File: src/rtl/wb_arbiter_if.sv
// Write-back arbiter bus bundle.
//   ALU stream : alu_valid/alu_num/alu_data in, alu_stall out
//   Late stream: late_valid/late_num/late_data in, late_ready out
//   Regfile    : rd_we/rd_num/rd_data out (registered)
//   Hazards    : rs_num/rt_num in, rs_pending/rt_pending out
//   Status     : count (FIFO occupancy 0..4), drained
// The arbiter uses modport slave; the pipeline side uses modport master.
interface wb_arbiter_if;
  logic        alu_valid;
  logic [4:0]  alu_num;
  logic [31:0] alu_data;
  logic        alu_stall;
  logic        late_valid;
  logic [4:0]  late_num;
  logic [31:0] late_data;
  logic        late_ready;
  logic        rd_we;
  logic [4:0]  rd_num;
  logic [31:0] rd_data;
  logic [4:0]  rs_num;
  logic [4:0]  rt_num;
  logic        rs_pending;
  logic        rt_pending;
  logic [2:0]  count;
  logic        drained;

  modport slave (
    input  alu_valid, alu_num, alu_data, late_valid, late_num, late_data, rs_num, rt_num,
    output alu_stall, late_ready, rd_we, rd_num, rd_data, rs_pending, rt_pending, count, drained
  );

  modport master (
    output alu_valid, alu_num, alu_data, late_valid, late_num, late_data, rs_num, rt_num,
    input  alu_stall, late_ready, rd_we, rd_num, rd_data, rs_pending, rt_pending, count, drained
  );
endinterface

File: src/rtl/wb_arbiter.sv
// Register-file write-back arbiter.
// Merges a single-cycle ALU result stream with a late (load / mul-div) stream buffered in a
// 4-entry in-order FIFO. ALU results win by default; a 2-bit starvation counter forces one
// FIFO pop after three consecutive ALU wins while the FIFO is non-empty.
// Ports:
//   clk  - rising-edge clock
//   rst  - synchronous active-high reset
//   bus  - wb_arbiter_if.slave (ALU/late inputs, registered regfile write, hazard flags,
//          FIFO occupancy and drained status)
module wb_arbiter (
  input logic          clk,
  input logic          rst,
  wb_arbiter_if.slave  bus
);

  localparam int unsigned Depth = 4;

  logic [4:0]  num_q  [Depth];
  logic [31:0] data_q [Depth];

  logic [1:0]  rd_ptr_q, rd_ptr_d;
  logic [1:0]  wr_ptr_q, wr_ptr_d;
  logic [2:0]  count_q, count_d;
  logic [1:0]  starve_q, starve_d;
  logic        rd_we_q, rd_we_d;
  logic [4:0]  rd_num_q, rd_num_d;
  logic [31:0] rd_data_q, rd_data_d;

  logic             stall;
  logic             late_ready;
  logic             alu_win;
  logic             push;
  logic             pop;
  logic [1:0]       offs [Depth];
  logic [Depth-1:0] entry_valid;
  logic             rs_hit;
  logic             rt_hit;

  // Issue selection and FIFO bookkeeping
  always_comb begin
    stall      = (starve_q == 2'd3);
    late_ready = (count_q < 3'(Depth)) && !rst;
    alu_win    = bus.alu_valid && (bus.alu_num != 5'd0) && !stall;
    // ALU results to r0 are dropped and leave the slot free for a pop.
    pop        = !alu_win && (count_q != 3'd0);
    // r0 late transfers complete the handshake but are not stored.
    push       = bus.late_valid && late_ready && (bus.late_num != 5'd0);

    rd_ptr_d  = rd_ptr_q;
    wr_ptr_d  = wr_ptr_q;
    count_d   = count_q;
    starve_d  = starve_q;
    rd_we_d   = 1'b0;
    rd_num_d  = rd_num_q;
    rd_data_d = rd_data_q;

    if (alu_win) begin
      rd_we_d   = 1'b1;
      rd_num_d  = bus.alu_num;
      rd_data_d = bus.alu_data;
    end else if (pop) begin
      rd_we_d   = 1'b1;
      rd_num_d  = num_q[rd_ptr_q];
      rd_data_d = data_q[rd_ptr_q];
      rd_ptr_d  = rd_ptr_q + 2'd1;
    end

    if (push) begin
      wr_ptr_d = wr_ptr_q + 2'd1;
    end

    unique case ({push, pop})
      2'b10:   count_d = count_q + 3'd1;
      2'b01:   count_d = count_q - 3'd1;
      default: count_d = count_q;
    endcase

    // Counter can never pass 3: at 3 the stall blocks the ALU and forces a pop.
    if (pop || (count_q == 3'd0)) begin
      starve_d = 2'd0;
    end else if (alu_win) begin
      starve_d = starve_q + 2'd1;
    end
  end

  // Hazard detection against queued entries and the write currently on the regfile port
  always_comb begin
    rs_hit = 1'b0;
    rt_hit = 1'b0;
    for (int i = 0; i < Depth; i++) begin
      offs[i]        = 2'(i) - rd_ptr_q;
      entry_valid[i] = ({1'b0, offs[i]} < count_q);
      if (entry_valid[i] && (num_q[i] == bus.rs_num)) rs_hit = 1'b1;
      if (entry_valid[i] && (num_q[i] == bus.rt_num)) rt_hit = 1'b1;
    end
  end

  always_ff @(posedge clk) begin
    if (rst) begin
      rd_ptr_q  <= 2'd0;
      wr_ptr_q  <= 2'd0;
      count_q   <= 3'd0;
      starve_q  <= 2'd0;
      rd_we_q   <= 1'b0;
      rd_num_q  <= 5'd0;
      rd_data_q <= 32'd0;
    end else begin
      rd_ptr_q  <= rd_ptr_d;
      wr_ptr_q  <= wr_ptr_d;
      count_q   <= count_d;
      starve_q  <= starve_d;
      rd_we_q   <= rd_we_d;
      rd_num_q  <= rd_num_d;
      rd_data_q <= rd_data_d;
    end
  end

  // Storage needs no reset: validity is tracked by the pointers and count.
  always_ff @(posedge clk) begin
    if (push) begin
      num_q[wr_ptr_q]  <= bus.late_num;
      data_q[wr_ptr_q] <= bus.late_data;
    end
  end

  assign bus.alu_stall  = stall;
  assign bus.late_ready = late_ready;
  assign bus.rd_we      = rd_we_q;
  assign bus.rd_num     = rd_num_q;
  assign bus.rd_data    = rd_data_q;
  assign bus.count      = count_q;
  assign bus.drained    = (count_q == 3'd0) && !rd_we_q;
  assign bus.rs_pending = (bus.rs_num != 5'd0) &&
                          (rs_hit || (rd_we_q && (rd_num_q == bus.rs_num)));
  assign bus.rt_pending = (bus.rt_num != 5'd0) &&
                          (rt_hit || (rd_we_q && (rd_num_q == bus.rt_num)));

endmodule
File: src/flat_wrapper.sv
// flat-port wrapper written by rule: the top's interface ports become plain ports
module wb_arbiter_flat 
  (clk, rst, bus_alu_valid, bus_alu_num, bus_alu_data, bus_late_valid, bus_late_num, bus_late_data, bus_rs_num, bus_rt_num, bus_alu_stall, bus_late_ready, bus_rd_we, bus_rd_num, bus_rd_data, bus_rs_pending, bus_rt_pending, bus_count, bus_drained);
  wb_arbiter_if bus_i ();
  input logic clk;
  input logic rst;
  input wire logic [$bits(bus_i.alu_valid)-1:0] bus_alu_valid;
  input wire logic [$bits(bus_i.alu_num)-1:0] bus_alu_num;
  input wire logic [$bits(bus_i.alu_data)-1:0] bus_alu_data;
  input wire logic [$bits(bus_i.late_valid)-1:0] bus_late_valid;
  input wire logic [$bits(bus_i.late_num)-1:0] bus_late_num;
  input wire logic [$bits(bus_i.late_data)-1:0] bus_late_data;
  input wire logic [$bits(bus_i.rs_num)-1:0] bus_rs_num;
  input wire logic [$bits(bus_i.rt_num)-1:0] bus_rt_num;
  output wire logic [$bits(bus_i.alu_stall)-1:0] bus_alu_stall;
  output wire logic [$bits(bus_i.late_ready)-1:0] bus_late_ready;
  output wire logic [$bits(bus_i.rd_we)-1:0] bus_rd_we;
  output wire logic [$bits(bus_i.rd_num)-1:0] bus_rd_num;
  output wire logic [$bits(bus_i.rd_data)-1:0] bus_rd_data;
  output wire logic [$bits(bus_i.rs_pending)-1:0] bus_rs_pending;
  output wire logic [$bits(bus_i.rt_pending)-1:0] bus_rt_pending;
  output wire logic [$bits(bus_i.count)-1:0] bus_count;
  output wire logic [$bits(bus_i.drained)-1:0] bus_drained;
  assign bus_i.alu_valid = bus_alu_valid;
  assign bus_i.alu_num = bus_alu_num;
  assign bus_i.alu_data = bus_alu_data;
  assign bus_i.late_valid = bus_late_valid;
  assign bus_i.late_num = bus_late_num;
  assign bus_i.late_data = bus_late_data;
  assign bus_i.rs_num = bus_rs_num;
  assign bus_i.rt_num = bus_rt_num;
  assign bus_alu_stall = bus_i.alu_stall;
  assign bus_late_ready = bus_i.late_ready;
  assign bus_rd_we = bus_i.rd_we;
  assign bus_rd_num = bus_i.rd_num;
  assign bus_rd_data = bus_i.rd_data;
  assign bus_rs_pending = bus_i.rs_pending;
  assign bus_rt_pending = bus_i.rt_pending;
  assign bus_count = bus_i.count;
  assign bus_drained = bus_i.drained;
  wb_arbiter u_core (.clk(clk), .rst(rst), .bus(bus_i));
endmodule
File: config.mk
export PLATFORM = sky130hd
export DESIGN_NAME = wb_arbiter_flat
export DESIGN_NICKNAME = d
export VERILOG_FILES = /design/src/rtl/wb_arbiter_if.sv /design/src/rtl/wb_arbiter.sv /design/src/flat_wrapper.sv
export SDC_FILE = /design/constraint.sdc
export NUM_CORES = 1
export LEC_CHECK = 0
export BUFFER_PORTS_ARGS = -buffer_cell sky130_fd_sc_hd__clkbuf_2
export CORE_AREA = 2 2 121 123
export CTS_CLUSTER_SIZE = 8
export DETAILED_ROUTE_END_ITERATION = 8
export DIE_AREA = 0 0 123 125
export PLACE_DENSITY = 0.87
export SYNTH_ARGS = -nofsm -noshare
export SYNTH_HDL_FRONTEND = slang
export SYNTH_SLANG_ARGS = --single-unit
File: constraint.sdc
create_clock -name clk -period 4.1 [get_ports clk]
set_clock_uncertainty 0.2 [all_clocks]
set_input_delay 0.41 -clock clk [delete_from_list [all_inputs] [get_ports clk]]
set_output_delay 0.41 -clock clk [all_outputs]
set_load 0.05 [all_outputs]
==> results.cfg <==
[status]
run_status = finished clean

[pwr]
pwr-share-clk_pct = 28.9
sw_frac_of_total_pct = 34.7
vdd_drop_max_v = 0.000343
net-switching-power_uw = 2080
pwr_density_cell_nw_per_um2 = 594
power.leakage_uw = 0.00366
combPwrFrac_pct = 29.4
internal_power_uw = 3910
power.sequential.fraction_pct = 41.6

[global_route]
overflow_left_after_global_routing = 0
largest_net_degree_at_the_start_of_global_routing = 77
antenna_found_initial = 0
grt_first_pass_wirelength_mm = 29.1
number_of_global_route_vias_before_repair = 5517
global_route.usage.total_pct = 25.5

[timing]
setup_viol_count_final = 0
final-hold-violation-count = 0
final_period_utilization_pct = 75.1
maxClockFrequency_mhz = 325
worst_pin_slew_ns = 1.02
slew_violations = 0
finalWorstSetupSlack_ns = 1.02
worst_slew_margin_rel_pct = 32.1
rsz_0062_raised_after_global_routing = false
period_minus_slack_ns = 3.08
fin_tns_setup_ns = 0

[yosys]
synth_cell_types = 42
netlist_area_um2 = 8450
synth_seq_cells = 197
synth_area_per_cell_um2 = 14.7
edff_count_synth = 148
async_flop_share_pct = 0
postSynth.topFlopCell = sky130_fd_sc_hd__edfxtp_1
seq_area_frac_synth_pct = 64.2
synthCells = 574
synth_warnings = 0
synth_nets = 673

[cts]
cts_tree = done
num_cts_buffers = 17
clkSinkCount = 197
cts_resized = 0
cts.htree.levels = 4
worst_case_clock_buffer_depth = 2
clock_slew_at_the_register_clock_pins_of_the_worst_setup_and_hold_paths_ns = 0.07
clock-root-buffer = sky130_fd_sc_hd__clkbuf_16
cts_post_setup_buffers_inserted = 0
worst_skew_pair.late_latency_ns = 0.43

[drt]
avgRoutedWirePerCell_um = 20.3
drt.antenna.violating_nets = 0
via_per_inst = 5.86
route.vias.total = 5364
detail_route.first_pass.iterations = 5
detailed_route_drc_error_count = 0
finalWirelength_mm = 18.6
detailedRoute.firstIterationViolations = 445

[final_layout]
design_area_um2 = 10100
finish.utilization_pct = 70.9
finish.net_count = 818
areaGrowthSynthToFinish_pct = 19.2
number_of_diodes = 0
fraction_of_layout_instances_using_a_drive_strength_above_1_pct = 32.2

[run]
cap_violations = 0

[placed_design]
placement.cell_area_um2 = 9160
post-dp-hpwl_mm = 11.6
dp_worst_setup_slack_ns = 1.25
port_buffers = 133
place.gp.congestion = 0.872

[setup_path]
rr_startpoint = u_core.bus.count[2]
timing.reg2reg.worst_path_depth = 4
worst_setup_path_endpoint = bus_rt_pending
timing.critical_path.arrival_ns = 2.47
critical_path.reg2reg.endpoint = u_core.data_q[3][19]
timing_worst_setup_path_type = reg -> out
cp_max_fo = 6
regToRegSetupSlack_ns = 1.30
setup.worst_path.end_class = output port
setup.worst_path.start = u_core.rd_ptr_q[0]
cp-start-kind = flip-flop
timing.critical_path.required_ns = 3.49

[hold_path]
whs_path_depth = 1
timing.hold.worst.class = in -> reg

[die]
floorplan.io_pins = 134
die_h_um = 125
die_area_um2 = 15400
chipWidth_um = 123
design.core.area_um2 = 14200
initial_utilization_pct = 59.5
rows = 44
[placed cells by master, fill, tap and decap left out, types with 2 or more instances in the layout]
cell type / instances
sky130_fd_sc_hd__edfxtp_1: 148
sky130_fd_sc_hd__clkbuf_2: 133
sky130_fd_sc_hd__nand2_1: 78
sky130_fd_sc_hd__nor2_1: 51
sky130_fd_sc_hd__dfxtp_1: 47
sky130_fd_sc_hd__mux4_2: 37
sky130_fd_sc_hd__xor2_1: 31
sky130_fd_sc_hd__dlygate4sd3_1: 29
sky130_fd_sc_hd__xnor2_1: 25
sky130_fd_sc_hd__a311oi_2: 18
sky130_fd_sc_hd__clkbuf_16: 18
sky130_fd_sc_hd__a311oi_1: 17
sky130_fd_sc_hd__inv_1: 10
sky130_fd_sc_hd__ha_1: 10
sky130_fd_sc_hd__a21oi_1: 8
sky130_fd_sc_hd__nor4_1: 8
sky130_fd_sc_hd__nor3_1: 6
sky130_fd_sc_hd__and2_2: 5
sky130_fd_sc_hd__buf_4: 5
sky130_fd_sc_hd__nand3_1: 4
sky130_fd_sc_hd__inv_8: 4
sky130_fd_sc_hd__clkinv_4: 3
sky130_fd_sc_hd__or3_1: 2
sky130_fd_sc_hd__o21ai_0: 2
sky130_fd_sc_hd__nand2b_1: 2
sky130_fd_sc_hd__o22ai_1: 2
sky130_fd_sc_hd__and3_1: 2
sky130_fd_sc_hd__and4_1: 2
sky130_fd_sc_hd__or4_1: 2
sky130_fd_sc_hd__a22oi_1: 2
sky130_fd_sc_hd__dfxtp_2: 2
sky130_fd_sc_hd__bufinv_16: 2
sky130_fd_sc_hd__clkinvlp_4: 2
[Yosys cell counts, drive strengths merged, types with 3 or more instances]
library cell	n	area share [%]
nor4	8	0.59
o21ai	3	0.31
dfxtp	49	12
xor2	31	3.2
inv	10	0.44
nand3	5	0.36
nand2	78	3.5
a311oi	35	5.0
mux4	37	9.9
nor2	51	2.3
or4	3	0.31
ha	10	1.5
nor3	7	0.41
and2	5	0.38
clkbuf	24	1.1
a21oi	8	0.47
xnor2	25	2.6
buf	17	1.8
edfxtp	148	53
[stage by stage]
stage / hold WS [ns] / cells / total power [uW]
2_1_floorplan: 0.204 / 574 / 3830
3_3_place_gp: 0.217 / 855 / 4210
3_5_place_dp: 0.230 / 855 / 4270
4_1_cts: 0.000975 / 916 / 6020
5_1_grt: 0.00511 / 916 / 6240
6_report: 0.0183 / 916 / 5980
[flip-flops by register name, indices dropped and copies added (netlist names), named ones only]
signal              flops
u_core.num_q           20
u_core.rd_ptr_q         2
u_core.bus.rd_we        1
u_core.bus.count        3
u_core.starve_q         2
u_core.wr_ptr_q         2
u_core.data_q         128
u_core.bus.rd_data     32
u_core.bus.rd_num       5
[worst max-delay path, cell delays in order (launching register included)]
cell and delay [ns]:
sky130_fd_sc_hd__dfxtp_1 0.46, sky130_fd_sc_hd__xnor2_1 0.18, sky130_fd_sc_hd__inv_1 0.06, sky130_fd_sc_hd__ha_1 0.28, sky130_fd_sc_hd__nand2b_1 0.07, sky130_fd_sc_hd__o22ai_1 0.11, sky130_fd_sc_hd__nor3_1 0.28, sky130_fd_sc_hd__nand4_1 0.13
sky130_fd_sc_hd__a21oi_1 0.17, sky130_fd_sc_hd__clkbuf_2 0.30
[final cells by class]
| type | count | area, um2 |
|---|---|---|
| Clock buffer | 19 | 464 |
| Timing Repair Buffer | 167 | 993 |
| Fill cell | 897 | 4130 |
| Inverter | 10 | 37.5 |
| Clock inverter | 13 | 160 |
| Sequential cell | 197 | 5430 |
| Tap cell | 184 | 230 |
| Multi-Input combinational cell | 326 | 2760 |
[how the worst min path moves through the flow]
stage | endpoint | from | slack, ns
finish | u_core.data_q[2][25] | bus_late_data[25] | 0.02
global route | u_core.data_q[2][25] | bus_late_data[25] | 0.005
CTS | u_core.data_q[0][25] | bus_late_data[25] | 0.001
detailed placement | u_core.starve_q[0] | u_core.starve_q[0] | 0.23
global placement | u_core.starve_q[0] | u_core.starve_q[0] | 0.22
floorplan | u_core.starve_q[0] | u_core.starve_q[0] | 0.20
[metal layers]
| metal | GRT usage, % | up-vias | part of all wire, % |
|---|---|---|---|
| met5 | 0 | - | 0 |
| met4 | 10.6 | 0 | 2.6 |
| met3 | 5.29 | 37 | 5.7 |
| met2 | 41.9 | 215 | 51 |
| met1 | 33.2 | 2686 | 40 |
| li1 | - | 2426 | - |
[power groups by stage]
| stage | logic (uW) | registers, uW | clock network (uW) |
|---|---|---|---|
| after CTS | 1770 | 2490 | 1750 |
| after global placement | 1690 | 2520 | 0 |
| after floorplan | 1080 | 2740 | 0 |
| final | 1760 | 2490 | 1730 |
| after global routing | 1900 | 2520 | 1820 |
| after detailed placement | 1740 | 2540 | 0 |
[logic make-up after synthesis]
family,synth area share (%)
flops,64.2
fa+ha+maj,1.72
mux,9.97
buf+inv,3.29
xor+xnor,5.80
compound gates,6.27
simple gates,8.78
[repair_timing]
| item | CTS | global route |
|---|---|---|
| endpoints found under the hold margin | 109 | 0 |
| setup endpoints to repair | 0 | 0 |
| hold buffers | 29 | 0 |
(Power assumes the default switching activity.)
